**src/rtl/led_pwm_controller.sv**
```systemverilog
// Memory-mapped LED peripheral: per-channel enable, PWM duty and blink gating.
// Define LED_BLINK_EN to build the BLINK/BPER registers and the blink phase generator.
module led_pwm_controller #(
    parameter int unsigned NUM_LEDS = 8,
    parameter int unsigned PWM_BITS = 8,
    parameter int unsigned PRESCALE = 256
) (
    input  logic                clk,
    input  logic                reset,
    input  logic                cs,
    input  logic                we,
    input  logic [1:0]          reg_sel,
    input  logic [15:0]         in,
    output logic [15:0]         out,
    output logic [NUM_LEDS-1:0] led
);

    localparam int unsigned PS_W = (PRESCALE > 1) ? $clog2(PRESCALE) : 1;

    logic                wr_en;
    logic                wr_duty;
    logic [NUM_LEDS-1:0] en_q;
    logic [PWM_BITS-1:0] duty [NUM_LEDS];
    logic [PS_W-1:0]     prescaler;
    logic                step;
    logic [PWM_BITS-1:0] pwm_cnt;
    logic                pwm_wrap;
    logic [NUM_LEDS-1:0] pwm_on;
    logic [NUM_LEDS-1:0] blink_q;
    logic [15:0]         bper_q;
    logic                blink_phase;
    logic                unused_in;

    assign unused_in = ^in;
    assign wr_en     = cs && we && (reg_sel == 2'd0);
    assign wr_duty   = cs && we && (reg_sel == 2'd2);

    always_ff @(posedge clk) begin
        if (reset) begin
            en_q <= '0;
        end else if (wr_en) begin
            en_q <= in[NUM_LEDS-1:0];
        end
    end

    // Matching against each legal channel number drops out-of-range indexes.
    always_ff @(posedge clk) begin
        if (reset) begin
            for (int unsigned i = 0; i < NUM_LEDS; i++) begin
                duty[i] <= '1;
            end
        end else if (wr_duty) begin
            for (int unsigned i = 0; i < NUM_LEDS; i++) begin
                if (in[11:8] == 4'(i)) begin
                    duty[i] <= in[PWM_BITS-1:0];
                end
            end
        end
    end

    assign step     = (prescaler == PS_W'(PRESCALE - 1));
    assign pwm_wrap = step && (pwm_cnt == '1);

    always_ff @(posedge clk) begin
        if (reset) begin
            prescaler <= '0;
            pwm_cnt   <= '0;
        end else begin
            prescaler <= step ? '0 : prescaler + PS_W'(1);
            if (step) begin
                pwm_cnt <= pwm_cnt + PWM_BITS'(1);
            end
        end
    end

    always_comb begin
        pwm_on = '0;
        for (int unsigned i = 0; i < NUM_LEDS; i++) begin
            pwm_on[i] = (duty[i] == '1) || (pwm_cnt < duty[i]);
        end
    end

`ifdef LED_BLINK_EN
    logic        wr_blink;
    logic        wr_bper;
    logic [15:0] blink_cnt;

    assign wr_blink = cs && we && (reg_sel == 2'd1);
    assign wr_bper  = cs && we && (reg_sel == 2'd3);

    // A BPER write restarts the half-period count, so a shorter period never overruns.
    always_ff @(posedge clk) begin
        if (reset) begin
            blink_q     <= '0;
            bper_q      <= '0;
            blink_cnt   <= '0;
            blink_phase <= 1'b1;
        end else begin
            if (wr_blink) begin
                blink_q <= in[NUM_LEDS-1:0];
            end
            if (wr_bper) begin
                bper_q    <= in;
                blink_cnt <= '0;
            end else if (pwm_wrap) begin
                if (blink_cnt == bper_q) begin
                    blink_cnt   <= '0;
                    blink_phase <= ~blink_phase;
                end else begin
                    blink_cnt <= blink_cnt + 16'd1;
                end
            end
        end
    end
`else
    assign blink_q     = '0;
    assign bper_q      = '0;
    assign blink_phase = 1'b1;
`endif

    always_ff @(posedge clk) begin
        if (reset) begin
            led <= '0;
        end else begin
            led <= en_q & pwm_on & (~blink_q | {NUM_LEDS{blink_phase}});
        end
    end

    always_comb begin
        out = '0;
        if (cs) begin
            case (reg_sel)
                2'd0: out[NUM_LEDS-1:0] = en_q;
                2'd1: out[NUM_LEDS-1:0] = blink_q;
                2'd2: begin
                    out[15]           = blink_phase;
                    out[NUM_LEDS-1:0] = led;
                end
                default: out = bper_q;
            endcase
        end
    end

endmodule

```
**config.mk**
```make
export PLATFORM = sky130hd
export DESIGN_NAME = led_pwm_controller
export DESIGN_NICKNAME = d
export VERILOG_FILES = /design/src/rtl/led_pwm_controller.sv
export SDC_FILE = /design/constraint.sdc
export NUM_CORES = 1
export LEC_CHECK = 0
export ABC_AREA = 1
export CORE_MARGIN = 5
export CORE_UTILIZATION = 55
export DETAILED_ROUTE_END_ITERATION = 7
export PLACE_DENSITY = 0.73
export SLEW_MARGIN = 20
export SYNTH_ARGS = -nofsm -noshare
export SYNTH_HDL_FRONTEND = slang
export SYNTH_SLANG_ARGS = --single-unit
```
**constraint.sdc**
```tcl
create_clock -name clk -period 6.43 [get_ports clk]
set_input_delay 1.286 -clock clk [delete_from_list [all_inputs] [get_ports clk]]
set_output_delay 1.286 -clock clk [all_outputs]
set_load 0.005 [all_outputs]
```
* Word-level counts from Yosys, hierarchy flattened
Memories as Yosys holds them, arrays and structs flattened.
Cells that the tools add are included.
** Cells by class
- Equal/unequal tests :: 17
- Mux-type cells :: 45
- Add/subtract/negate cells :: 2
- Magnitude comparators :: 8
- Bitwise logic cells :: 9
- Reductions and logical operators :: 14
** Operator list (number)
- 8-bit == test, second input constant :: 9
- 8-bit < comparator :: 8
- 8-bit two-way mux :: 8
- 1-bit two-way mux :: 35
- 8-bit by 1-bit adder with 8-bit output, second input constant :: 2
- 4-bit by 3-bit == test with 1-bit output, second input constant :: 4
- 16-bit two-way mux :: 1
- 8-bit one-hot mux with 2 select lines :: 1
- 8-bit AND :: 1
- 4-bit by 2-bit == test with 1-bit output, second input constant :: 2
- 1-bit logical OR :: 8
- 1-bit OR :: 8
- 4-bit by 1-bit == test with 1-bit output, second input constant :: 1
- 4-bit zero test :: 1
- 1-bit logical AND :: 3
- 2-bit == test, second input constant :: 1
- 2-bit zero test :: 1
- 2-bit OR reduction :: 1
** Storage, ports and cells
- Output and inout port bits :: 24
- Memory bits (writable) :: 64
- Memories kept :: 1
- Input bits :: 22
- Flip-flop bits (word level) :: 32
- Logic and storage cells :: 100
** Memory list
- duty :: words 8, width 8, read ports 8, clocked after Yosys merged registers in 0, wr ports 8, line 23 : logic [PWM_BITS-1:0] duty [NUM_LEDS];

* Longest topological paths before layout
- Word-level depth :: 6
- Depth in mapped cells :: 10
- Depth with buffers taken out :: 9

* Worst setup path before layout
No wires, ideal clock.
- Path type :: input -> output
- Start :: in reg_sel[0]
- End :: out out[0]
- Arrival time :: 1.871 ns
- Stages :: 4
- Data required time :: 5.144 ns
- Buffers on the path :: 0
- Slack :: 3.273 ns
- Cell sequence :: nor2_1 nand2_1 inv_1 a22o_1
** On the way
- Longest elaborated chain between the ends :: 3
- Elaborated cells on any way between the ends :: 4
- Those cells by class :: eq/ne: 1; mux: 2; reduce/logical: 1
** RTL lines
- start, declared :: line 12 : input logic [1:0] reg_sel,
- 2-bit == test / 2-bit zero test (equally long branches) :: line 132 : case (reg_sel)
- 8-bit one-hot mux with 2 select lines * :: line 132
- 16-bit two-way mux * :: line 131 : if (cs) begin
- end, declared :: line 14 : output logic [15:0] out,
Mark *: on every way between the ends. The rest lies on a longest branch, timed or not.

* Worst setup path after layout
- Start :: in reg_sel[0]
- End :: out out[3]
The elaborated chain is that of the path after synthesis.

==> metrics.cfg <==
[timing]
post-route-period-util=0.715
finalSetupViolations=0
maxSlewHeadroom=0.396
tns_ns=0
timing.final.crit_period_ns=4.59
rsz0062_at_grt=no
finClkSkew_ns=0.00962
maxSlewViolCount=0
fmax_mhz=218
worst_pin_slew_ns=0.903
hold_viol=0

[cells_and_area]
nFillCells=829
area_growth_pct=13.4
post-route-util=0.632
final_layout_size_suffix_gt1_frac=0.0538
num-nets-final=744
insertedDiodeCount=0

[job]
maxCapViolations=0

[yosys]
ys_seq_elements=96
yosys.area_share.adder=0.135
syn_area_sq_mm=0.00537
netlist.area_leader.share=0.358
synth_area_leaders=edfxtp_1 36%, ha_1 14%, nand2_1 13%
synth_top_family_by_area=simple AND/OR/NAND/NOR gates
synthSimpleGateAreaFrac=0.234
synth_edf_count=64
yosysMostFrequentCell=nand2_1
synth_mux_area_frac=0
syn-instance-count=623
ys_warn_count=0
synth_xor_area_frac=0.00652
synthArstFlopShare=0
synth_top_area_cell=edfxtp_1
synth_common_cells=183 x nand2_1, 101 x inv_1, 64 x edfxtp_1, 58 x ha_1, 51 x nor2_1
synth-main-ff-cell=edfxtp_1
synth_seq_area_share=0.477
synth_compound_area_frac=0.0582
syn_area_per_cell_sq_um=8.62
synth_cell_type_count=35

[global_routing]
grt_pass1_wl_um=20500
antenna_found_initial=0
grtUsageTotal=0.232
grt_start_max_net_pins=17
grt_pass1_vias=4247
overflow=0

[die]
rows=36
die_h_um=109
die_area_sq_mm=0.0118
coreArea_sq_mm=0.00964
die_w_um=109
start_util=0.557
pin_count=46

[place]
port_buffers=34
hpwlAfterDp_um=8910
place.gp.congestion=0.907

[routing]
viasPerCell=5.08
drc=0
drt_iter0_drc=243
wire_per_inst_um=15.5
finalWirelength_um=12400
firstDrtPassIters=4
ant_nets=0
vias=4071

[power]
power_leakage_nw=2.88
p_per_area_mw_per_mm2=209
ir_drop_mv=0.168

[clocking]
cts_max_path_buffers=2
cts.clk_slew.worst_paths_ns=0.09
clock-sinks=96
cts_tree=built
cts-hold-fix-buffers=0
ctsResizeCount=0
clock_latency_ns=0.37
cts_setup_buffers=0
root_buffer=clkbuf_8
htree_levels=3
numCtsBuffers=9

[worst_setup_path]
critPathKind=in2out
cpMaxStageDelayCell=clkdlybuf4s50_1
worstPathRequired_ns=5.14
cp_max_fo=10
cpMostUsedCell=clkdlybuf4s50_1
slowest_delay_ns=0.52
arrival_ns=3.31
worst_setup_path_end_kind=output pin
cp_cell_sequence=clkdlybuf4s50_1 -> nor2_1 -> nand2_1 -> inv_1 -> a22o_1 -> clkdlybuf4s50_1
cp-start-kind=primary input

[hold_path]
min_path_type=reg2reg

[status]
status=finished, final reports clean

==> metrics by stage <==
stage               area [sq um]  hold slack (ns)  total power [mW]  instances  setup WS, ns
floorplan                   5400            0.418             0.774        629          3.27
global placement            5840            0.430             0.810        786          1.89
detailed placement          5840            0.440             0.817        786          1.87
CTS                         6090            0.460              1.27        802          1.86
global route                6090            0.497              1.32        802          1.74
finish                      6090            0.457              1.27        802          1.84
==> flip-flops by register name, summed over array words and instances, names as in the netlist <==
signal,cells
duty,64
en_q,8
led,8
prescaler,8
pwm_cnt,8
==> metal layers <==
layer  wire length [um]  vias to the layer above  global-route usage
li1                   -                     2084                   -
met1               4790                     1842               0.287
met2               6060                      120               0.398
met3               1180                       25              0.0278
met4                365                        0               0.122
met5                  0                        -                   0
==> cells in the final DEF, fill, tap and decap left out, types with 8 or more instances in the layout <==
cell type,n
nand2_1,183
nor3_1,25
inv_1,101
a22o_1,8
a21oi_1,30
clkbuf_8,9
nor2_1,51
ha_1,58
o21ai_0,12
clkdlybuf4s50_1,34
dfxtp_1,32
edfxtp_1,64
==> cell type report <==
cell class / instances / area [sq um] / area share
Inverter: 107 / 403 / 0.0661
Sequential cell: 96 / 2560 / 0.421
Clock inverter: 4 / 52.6 / 0.00862
Multi-Input combinational cell: 414 / 2350 / 0.386
Tap cell: 133 / 166 / 0.0273
Clock buffer: 12 / 199 / 0.0326
Timing Repair Buffer: 36 / 355 / 0.0583
==> kinds of logic after synthesis <==
logic type / after synthesis
other: 1
buffers and inverters: 119
AND/OR/NAND/NOR: 290
flip-flops: 96
adder cells (fa/ha/maj): 58
AO/OA/AOI/OAI: 55
XOR/XNOR: 4
==> power by group <==
group	total, mW	internal [mW]	switching [mW]
registers	0.698	0.686	0.0124
clock network	0.469	0.252	0.217
logic	0.104	0.0359	0.0681
total	1.27	0.974	0.297
==> worst max-delay path: cells and delay by family <==
kind | cells | cell delay (ns)
buffers and inverters | 3 | 1.43
and+or+nand+nor | 2 | 0.35
AOI/OAI and AO/OA | 1 | 0.26
==> final timing paths <==
path / from / endpoint / slack, ns / cells past startpoint
max reg2reg: pwm_cnt[3] / led[6] / 4.65 / 6
min: prescaler[0] / prescaler[0] / 0.46 / 1
min reg2reg: prescaler[0] / prescaler[0] / 0.46 / 1
max: reg_sel[0] / out[3] / 1.84 / 6
Power figures use the tool's default switching activity.
